**src/rtl/alu_bist.sv**
```systemverilog
// rtl/alu_bist.sv - built-in self-test initiator for the 32-bit ALU
//
// Purpose: after a start pulse, drives NUM_VEC LFSR-generated operand pairs
// into the ALU with aluc sweeping 0..15, and checks the returned result and
// flags against an internal golden model, one vector per clock.
//
// Ports:
//   i_clk, i_rst                clock, asynchronous active-high reset
//   i_start                     begin a run (accepted in IDLE or DONE only)
//   o_alu_a, o_alu_b, o_alu_aluc  registered ALU operands / opcode
//   i_alu_r, i_alu_zero, i_alu_carry, i_alu_negative, i_alu_overflow
//                               ALU result and flags (combinational ALU)
//   o_busy, o_done, o_pass      run status; done/pass held until next start
//   o_err_count                 saturating count of failing vectors
//   o_fail_a, o_fail_b, o_fail_aluc  first failing vector
//   o_vec_idx                   index of the vector currently on o_alu_*
module alu_bist #(
   parameter int unsigned NUM_VEC = 256,
   parameter logic [31:0] SEED    = 32'hACE12345,
   parameter int unsigned ERR_W   = 16
) (
   input  logic             i_clk,
   input  logic             i_rst,
   input  logic             i_start,
   output logic [31:0]      o_alu_a,
   output logic [31:0]      o_alu_b,
   output logic [3:0]       o_alu_aluc,
   input  logic [31:0]      i_alu_r,
   input  logic             i_alu_zero,
   input  logic             i_alu_carry,
   input  logic             i_alu_negative,
   input  logic             i_alu_overflow,
   output logic             o_busy,
   output logic             o_done,
   output logic             o_pass,
   output logic [ERR_W-1:0] o_err_count,
   output logic [31:0]      o_fail_a,
   output logic [31:0]      o_fail_b,
   output logic [3:0]       o_fail_aluc,
   output logic [15:0]      o_vec_idx
);

   typedef enum logic [1:0] {S_IDLE, S_CHECK, S_DONE} state_t;

   localparam logic [15:0] LAST_IDX = 16'(NUM_VEC - 1);
   // An all-zero LFSR would lock up, so a zero seed is replaced by 1.
   localparam logic [31:0] EFF_SEED = (SEED == 32'h0) ? 32'h1 : SEED;

   function automatic logic [31:0] lfsr_step(input logic [31:0] q);
      return {q[30:0], q[31] ^ q[21] ^ q[1] ^ q[0]};
   endfunction

   state_t             r_state, w_state_next;
   logic [31:0]        r_lfsr, r_a, r_b, r_fail_a, r_fail_b;
   logic [3:0]         r_aluc, r_fail_aluc;
   logic [15:0]        r_vec_idx;
   logic [ERR_W-1:0]   r_err, w_err_next;
   logic               r_busy, r_done, r_pass;
   logic               w_load_first, w_load_next, w_finish;
   logic [31:0]        w_lfsr_src, w_a_next, w_b_next;
   logic [15:0]        w_idx_inc;
   logic [32:0]        w_sum, w_diff;
   logic [4:0]         w_sh;
   logic [31:0]        w_exp_r;
   logic               w_exp_carry, w_exp_ovf, w_chk_carry, w_chk_ovf, w_mis;

   // State register
   always_ff @(posedge i_clk or posedge i_rst) begin
      if (i_rst) r_state <= S_IDLE;
      else       r_state <= w_state_next;
   end

   // Next-state logic
   always_comb begin
      w_state_next = r_state;
      w_load_first = 1'b0;
      w_load_next  = 1'b0;
      w_finish     = 1'b0;
      case (r_state)
         S_IDLE, S_DONE: begin
            if (i_start) begin
               w_state_next = S_CHECK;
               w_load_first = 1'b1;
            end
         end
         S_CHECK: begin
            if (r_vec_idx == LAST_IDX) begin
               w_state_next = S_DONE;
               w_finish     = 1'b1;
            end else begin
               w_load_next = 1'b1;
            end
         end
         default: w_state_next = S_IDLE;
      endcase
   end

   // The LFSR steps twice per vector: first value to a, second to b.
   // A new run restarts from the seed so every run sees the same vectors.
   assign w_lfsr_src = w_load_first ? EFF_SEED : r_lfsr;
   assign w_a_next   = lfsr_step(w_lfsr_src);
   assign w_b_next   = lfsr_step(w_a_next);
   assign w_idx_inc  = r_vec_idx + 16'd1;

   // Golden model of the vector currently presented to the ALU
   assign w_sh   = r_a[4:0];
   assign w_sum  = {1'b0, r_a} + {1'b0, r_b};
   assign w_diff = {1'b0, r_a} - {1'b0, r_b};   // bit 32 is the unsigned borrow

   always_comb begin
      w_exp_r     = 32'h0;
      w_exp_carry = 1'b0;
      w_exp_ovf   = 1'b0;
      w_chk_carry = 1'b0;
      w_chk_ovf   = 1'b0;
      case (r_aluc)
         4'b0000: begin w_exp_r = w_sum[31:0];  w_chk_carry = 1'b1; w_exp_carry = w_sum[32]; end
         4'b0001: begin w_exp_r = w_diff[31:0]; w_chk_carry = 1'b1; w_exp_carry = w_diff[32]; end
         4'b0010: begin
            w_exp_r   = w_sum[31:0];
            w_chk_ovf = 1'b1;
            w_exp_ovf = (r_a[31] == r_b[31]) && (w_sum[31] != r_a[31]);
         end
         4'b0011: begin
            w_exp_r   = w_diff[31:0];
            w_chk_ovf = 1'b1;
            w_exp_ovf = (r_a[31] != r_b[31]) && (w_diff[31] != r_a[31]);
         end
         4'b0100: w_exp_r = r_a & r_b;
         4'b0101: w_exp_r = r_a | r_b;
         4'b0110: w_exp_r = r_a ^ r_b;
         4'b0111: w_exp_r = ~(r_a | r_b);
         4'b1000, 4'b1001: w_exp_r = {r_b[15:0], 16'h0};
         4'b1010: w_exp_r = {31'h0, (r_a < r_b)};
         4'b1011: w_exp_r = {31'h0, ($signed(r_a) < $signed(r_b))};
         4'b1100: w_exp_r = $signed(r_b) >>> w_sh;
         4'b1101: w_exp_r = r_b >> w_sh;
         default: w_exp_r = r_b << w_sh;
      endcase
   end

   assign w_mis = (i_alu_r != w_exp_r)
                | (i_alu_zero != (w_exp_r == 32'h0))
                | (i_alu_negative != w_exp_r[31])
                | (w_chk_carry & (i_alu_carry != w_exp_carry))
                | (w_chk_ovf & (i_alu_overflow != w_exp_ovf));

   assign w_err_next = (w_mis && (r_err != {ERR_W{1'b1}})) ? r_err + 1'b1 : r_err;

   // Datapath and status registers
   always_ff @(posedge i_clk or posedge i_rst) begin
      if (i_rst) begin
         r_lfsr      <= EFF_SEED;
         r_a         <= 32'h0;
         r_b         <= 32'h0;
         r_aluc      <= 4'h0;
         r_vec_idx   <= 16'h0;
         r_err       <= '0;
         r_fail_a    <= 32'h0;
         r_fail_b    <= 32'h0;
         r_fail_aluc <= 4'h0;
         r_busy      <= 1'b0;
         r_done      <= 1'b0;
         r_pass      <= 1'b0;
      end else begin
         if (w_load_first) begin
            r_err       <= '0;
            r_fail_a    <= 32'h0;
            r_fail_b    <= 32'h0;
            r_fail_aluc <= 4'h0;
            r_done      <= 1'b0;
            r_pass      <= 1'b0;
            r_busy      <= 1'b1;
            r_vec_idx   <= 16'h0;
            r_aluc      <= 4'h0;
            r_a         <= w_a_next;
            r_b         <= w_b_next;
            r_lfsr      <= w_b_next;
         end
         if (r_state == S_CHECK) begin
            r_err <= w_err_next;
            // err_count still zero means this is the first failing vector
            if (w_mis && (r_err == '0)) begin
               r_fail_a    <= r_a;
               r_fail_b    <= r_b;
               r_fail_aluc <= r_aluc;
            end
            if (w_finish) begin
               r_busy <= 1'b0;
               r_done <= 1'b1;
               r_pass <= (w_err_next == '0);
            end
            if (w_load_next) begin
               r_vec_idx <= w_idx_inc;
               r_aluc    <= w_idx_inc[3:0];
               r_a       <= w_a_next;
               r_b       <= w_b_next;
               r_lfsr    <= w_b_next;
            end
         end
      end
   end

   assign o_alu_a     = r_a;
   assign o_alu_b     = r_b;
   assign o_alu_aluc  = r_aluc;
   assign o_busy      = r_busy;
   assign o_done      = r_done;
   assign o_pass      = r_pass;
   assign o_err_count = r_err;
   assign o_fail_a    = r_fail_a;
   assign o_fail_b    = r_fail_b;
   assign o_fail_aluc = r_fail_aluc;
   assign o_vec_idx   = r_vec_idx;

endmodule

```
**config.mk**
```make
export PLATFORM = sky130hd
export DESIGN_NAME = alu_bist
export DESIGN_NICKNAME = d
export VERILOG_FILES = /design/src/rtl/alu_bist.sv
export SDC_FILE = /design/constraint.sdc
export NUM_CORES = 1
export LEC_CHECK = 0
export ABC_AREA = 1
export CORE_ASPECT_RATIO = 0.9
export CORE_MARGIN = 2
export CORE_UTILIZATION = 30
export CTS_BUF_LIST = sky130_fd_sc_hd__clkbuf_8
export CTS_CLUSTER_DIAMETER = 120
export CTS_CLUSTER_SIZE = 40
export DETAILED_ROUTE_END_ITERATION = 16
export PLACE_DENSITY = 0.49
export SLEW_MARGIN = 20
export SYNTH_ARGS = -nofsm -noshare
export SYNTH_HDL_FRONTEND = slang
export SYNTH_SLANG_ARGS = --single-unit
```
**constraint.sdc**
```tcl
create_clock -name i_clk -period 13.5 [get_ports i_clk]
set_clock_uncertainty 0.15 [all_clocks]
set_input_delay 2.7 -clock i_clk [delete_from_list [all_inputs] [get_ports i_clk]]
set_output_delay 2.7 -clock i_clk [all_outputs]
set_load 0.02 [all_outputs]
```
==> results_dict.tcl, run 1 <==
set metrics [dict create \
    status "complete, no violations" \
    worst_slew_pin_slew_ps 1070 \
    finalCriticalPeriod_ps 6280 \
    yosysMostFrequentCell "nand2_1" \
    ys_warn_count 0 \
    yosysTopAreaCellShare_pct 23.8 \
    arrival_ps 6550 \
    drv_slew 0 \
    synth_area_um2 20000 \
    synth_area_leader_cell "dfrtp_1" \
    overflow 0 \
    htreeDepth 1 \
    dr.pass1.iters 6 \
    ys_ff_latch 205 \
    rsz0062_at_grt "no" \
    start_kind "register" \
    post_cts_buffers 0 \
    path_class "register to register" \
    die_area_um2 68900 \
    drc 0 \
    nets 3620 \
    clk_latency_ps 580 \
    fillCellCount 7356 \
    die_h_um 249 \
    diodes 0 \
    area_growth_pct 14.1 \
    clockBufferDepth 3 \
    syn_avg_cell_area_um2 5.92 \
    core_area_um2 65800 \
    cts.clk_slew.worst_paths_ps 220 \
    hold_class "register to register" \
    port_buffers 209 \
    synth_top_flop_cell "dfrtp_1" \
    grt_max_degree 124 \
    critPathMaxFanout 82 \
    start_util_pct 30.5 \
    synthDistinctLibCells 47 \
    die_x_um 276 \
    ant_nets 0 \
    finalHoldViolCount 0 \
    antenna_found_initial 1 \
    setup_violations 0 \
    fin_tns_setup_ps 0 \
    synth_common_cells "nand2_1 (1032), nand3_1 (571), inv_1 (457)" \
    max_freq_mhz 159 \
    cts_hold_buf 0 \
    period_share_pct 46.5 \
    syn_inst 3387 \
    rows 89 \
    cp-end-kind "register" \
    dp.final_hpwl_um 84000 \
    max_slew_margin_pct 28.9 \
    vias_per_cell 5.33 \
    track_usage_pct 29.2 \
    cp.required_ps 13770 \
    drt_iter0_drc 2843 \
    drive_gt1_share_pct 3.13 \
    boundaryPins 210 \
    async_reset_ff_share_pct 100 \
    synthTopCellsByArea "dfrtp_1 (24%), nand2_1 (19%), nand3_1 (14%)" \
    cts.sinks 205 \
    yosysSeqAreaShare_pct 25.7 \
    grt_pass1_vias 21400 \
    wl_um 104000 \
    maxCapViolations 0 \
    numCtsBuffers 9 \
    wl_per_cell_um 24.0 \
    place.gp.congestion 1.04 \
    cts_tree "done" \
    cts_root_buf "clkbuf_8" \
    synth_edf_count 0 \
    post_cts_resized 0 \
    grt_pass1_wl_um 150000 \
    synth_nets 3527 \
    vias 23200 \
]
==> cells by family after synthesis <==
group           Yosys count  synth area share (%)
compound gates          355                  9.55
xor+xnor                 16                 0.699
fa+ha+maj               101                  6.38
buf+inv                 620                  12.6
flops                   205                  25.7
mux                       1                0.0499
simple gates           2089                  45.0
==> stage by stage <==
stage / hold slack [ps] / instances / setup slack (ps) / utilization [%] / area, µm²
floorplan: 292 / 3387 / 5080 / - / 20000
global placement: 303 / 4332 / 7100 / 34.4 / 22700
detailed placement: 303 / 4332 / 7080 / 34.4 / 22700
CTS: 330 / 4345 / 7120 / 34.7 / 22800
global route: 339 / 4346 / 6720 / 34.7 / 22900
finish: 332 / 4346 / 7220 / 34.7 / 22900
==> placed cells by master, fill, tap and decap left out, types with 14 or more instances in the layout <==
cell	count
clkdlybuf4s50_1	209
o22ai_1	24
nor2_2	15
dfrtp_1	188
nor3_1	37
inv_1	455
dfstp_2	14
inv_2	14
nand3_1	571
o21ai_1	16
buf_4	21
o21ai_0	167
a21oi_1	109
nand2_1	1032
nor2_1	299
and2_1	23
ha_1	99
o211ai_1	18
nand4_1	67
==> state kept, by name, indices dropped and copies added, names as in the netlist, 16 cells and up <==
| name | count |
|---|---|
| o_fail_b | 32 |
| o_err_count | 16 |
| o_alu_b | 32 |
| o_fail_a | 32 |
| o_vec_idx | 16 |
| o_alu_a | 32 |
| r_lfsr | 32 |
==> critical path, stage by stage (launching register included) <==
cell and delay (ps):
dfrtp_2 410, buf_4 340, inv_2 110, buf_4 620, ha_1 410, nor2_1 140, nand3_1 110, nand3_1 200
nand2_1 100, nand2_1 150, nand2_1 90, nand2_1 170, a21oi_1 190, nor2_1 270, nand2_1 140, a21boi_0 180
nand3_1 80, nor2_1 220, nand4_1 120, nand2_1 90, nand3_2 540, nand4_4 360, buf_4 410, buf_16 290
nand3_1 100, o21ai_0 110
==> worst paths after layout <==
kind                                 to  startpoint  slack (ps)  depth (start not counted)
setup reg to reg            o_fail_a[3]  o_alu_a[1]        7220                         25
hold / removal               r_lfsr[13]  r_lfsr[13]         330                          2
min in group asynchronous  o_fail_a[21]       i_rst        2410                          2
setup / recovery            o_fail_a[3]  o_alu_a[1]        7220                         25
max in group asynchronous    o_alu_a[1]       i_rst        8630                          4
hold reg to reg              r_lfsr[13]  r_lfsr[13]         330                          2
==> area by class of cell <==
class                           instances  area [µm²]  area share [%]
Clock inverter                          3        41.3           0.181
Multi-Input combinational cell       2562       12400            54.2
Inverter                              471        1780            7.78
Clock buffer                           10         138           0.602
Sequential cell                       205        5150            22.5
Timing Repair Buffer                  231        2280            9.96
Tap cell                              864        1080            4.73
==> per-layer routing <==
metal / global-route usage, % / vias up / wire length [µm]
li1: - / 11000 / -
met5: 0 / - / 16
met4: 8.52 / 2 / 3300
met2: 42.4 / 1042 / 42600
met1: 43.7 / 11000 / 49100
met3: 4.82 / 110 / 9220
Power of run 1 is left out: the tool's default activity adds up to more than one toggle a clock period on the data nets, which glitch-free logic cannot reach.
==> run 2: changes to the inputs <==
PLACE_DENSITY = 0.5   (was 0.49)
clock period = 5.4 ns   (was 13.5 ns; I/O delays follow)
==> run 2 against run 1 <==
Count of clock-buffer cells in the layout up 1. Non-clock buffer count up 83. First-iteration DRC count increased by 3.5%. Sequential cell count stayed put. Worst setup slack worse by 6900 ps. Sequential share of layout area fell by 0.68 points. Maximum frequency increased by 24%. Critical path depth shrank 1. Register-to-register slack got worse by 6900 ps. Final cell count grew 2.0%. Hold slack barely moved. Via count up 1.9%.
==> results_dict.tcl, run 2 (synthesized netlist as in run 1, its figures left out) <==
set metrics [dict create \
    status "complete, no violations" \
    boundaryPins 210 \
    hold_class "register to register" \
    die_h_um 249 \
    vias_per_cell 5.33 \
    grt_pass1_wl_um 149000 \
    holdCritStartpoint "r_lfsr[27]" \
    nets 3704 \
    drt_iter0_drc 2943 \
    cts_hold_buf 0 \
    crit_path_top_delay_cell "dfrtp_1" \
    place.gp.congestion 1.04 \
    min_delay_path_depth 2 \
    die_x_um 276 \
    htreeDepth 1 \
    crit_top_cell "nand2_1" \
    clk_latency_ps 600 \
    cts.clk_slew.worst_paths_ps 230 \
    area_growth_pct 17.6 \
    arrival_ps 5310 \
    cts_root_buf "clkbuf_8" \
    rows 89 \
    rsz0062_at_grt "no" \
    rrSetupSlack_ps 330 \
    path_cells "inv_1 > ha_1 > inv_1 > a21oi_1 > nand2_1 > inv_1 > nand2_1 > a21oi_1 > nand3_1 > nand3_1 > nand4_1 > nor2_1 > nand2_1 > nor2_2 > nand3_1 > nand2_1 > nand2_1 > nand3_2 > buf_12 > nand4_4 > buf_12 > buf_4 > nand3_1 > o21ai_0" \
    rr_startpoint "o_alu_b[19]" \
    wl_per_cell_um 23.2 \
    cts.sinks 205 \
    regToRegEndpoint "o_fail_b[9]" \
    port_buffers 209 \
    grt_pass1_vias 21900 \
    antenna_found_initial 1 \
    max_slew_margin_pct 25.9 \
    ant_nets 0 \
    cp-end-kind "register" \
    reg2regPathDepth 24 \
    wl_um 103000 \
    dp.final_hpwl_um 84100 \
    finalCriticalPeriod_ps 5070 \
    fillCellCount 7401 \
    maxCapViolations 0 \
    finalHoldViolCount 0 \
    multi_input_area_um2 12400 \
    period_share_pct 94.0 \
    critPathMaxStageDelay_ps 670 \
    cts_tree "done" \
    path_class "register to register" \
    track_usage_pct 28.9 \
    core_area_um2 65800 \
    cp.required_ps 5640 \
    diodes 0 \
    vias 23600 \
    overflow 0 \
    worst_slew_pin_slew_ps 1110 \
    grt_max_degree 111 \
    seq_area_um2 5150 \
    start_util_pct 30.5 \
    setup_violations 0 \
    drc 0 \
    drive_gt1_share_pct 5.47 \
    clockBufferDepth 3 \
    fin_tns_setup_ps 0 \
    finalHoldWorstSlack_ps 332 \
    critPathMaxFanout 24 \
    start_kind "register" \
    die_area_um2 68900 \
    drv_slew 0 \
    final_common_cell "nand2_1" \
    numCtsBuffers 10 \
    dr.pass1.iters 7 \
    min_to "r_lfsr[27]" \
    final_cell_mix "nand2_1 (1032), nand3_1 (571), inv_1 (455)" \
    max_freq_mhz 197 \
]
-- run 2: metrics by stage --
step | cell area (µm²) | cells | setup slack [ps] | util (%)
after floorplan | 20000 | 3387 | 1350 | -
after global placement | 23300 | 4416 | 468 | 35.5
after detailed placement | 23300 | 4416 | 467 | 35.5
after CTS | 23600 | 4432 | 415 | 35.8
after global routing | 23600 | 4432 | 34.3 | 35.8
final | 23600 | 4432 | 326 | 35.8
-- run 2: worst max-delay path: cells and delay by family, from the launching register on --
family	cells	cell delay, ps
simple gates	14	1700
buf+inv	6	960
compound gates	3	750
flops	1	670
fa+ha+maj	1	580
-- run 2: layout make-up --
cell class / instances / area share, %
multi-input combinational: 2562 / 52.5
tap: 864 / 4.59
inverter: 471 / 7.53
timing repair buffer: 314 / 12.5
clock buffer: 11 / 0.642
sequential: 205 / 21.9
clock inverter: 5 / 0.318
-- run 2: what timing repair did --
| action | 4_1_cts | 5_1_grt |
|---|---|---|
| setup endpoints to repair | 0 | 1 |
| gates resized for setup | 0 | 1 |
| setup buffers | 0 | 0 |
| endpoints found under the hold margin | 0 | 0 |
-- run 2: per-layer routing --
layer	global-route usage (%)	wire, µm
met1	42.9	48100
met2	42.0	41300
met3	4.39	9000
met4	10.4	4240
met5	0	0
-- run 2: worst max path at each step --
stage | startpoint | end | slack [ps] | depth (start not counted)
6_report | o_alu_b[19] | o_fail_b[9] | 330 | 24
5_1_grt | o_alu_b[23] | o_pass | 30 | 27
4_1_cts | o_alu_b[4] | o_fail_a[10] | 410 | 25
3_5_place_dp | o_alu_b[4] | o_fail_a[28] | 470 | 25
3_3_place_gp | o_alu_b[4] | o_pass | 470 | 29
2_1_floorplan | o_alu_a[1] | o_fail_a[27] | 1350 | 27
Power of run 2 is left out for the same reason.
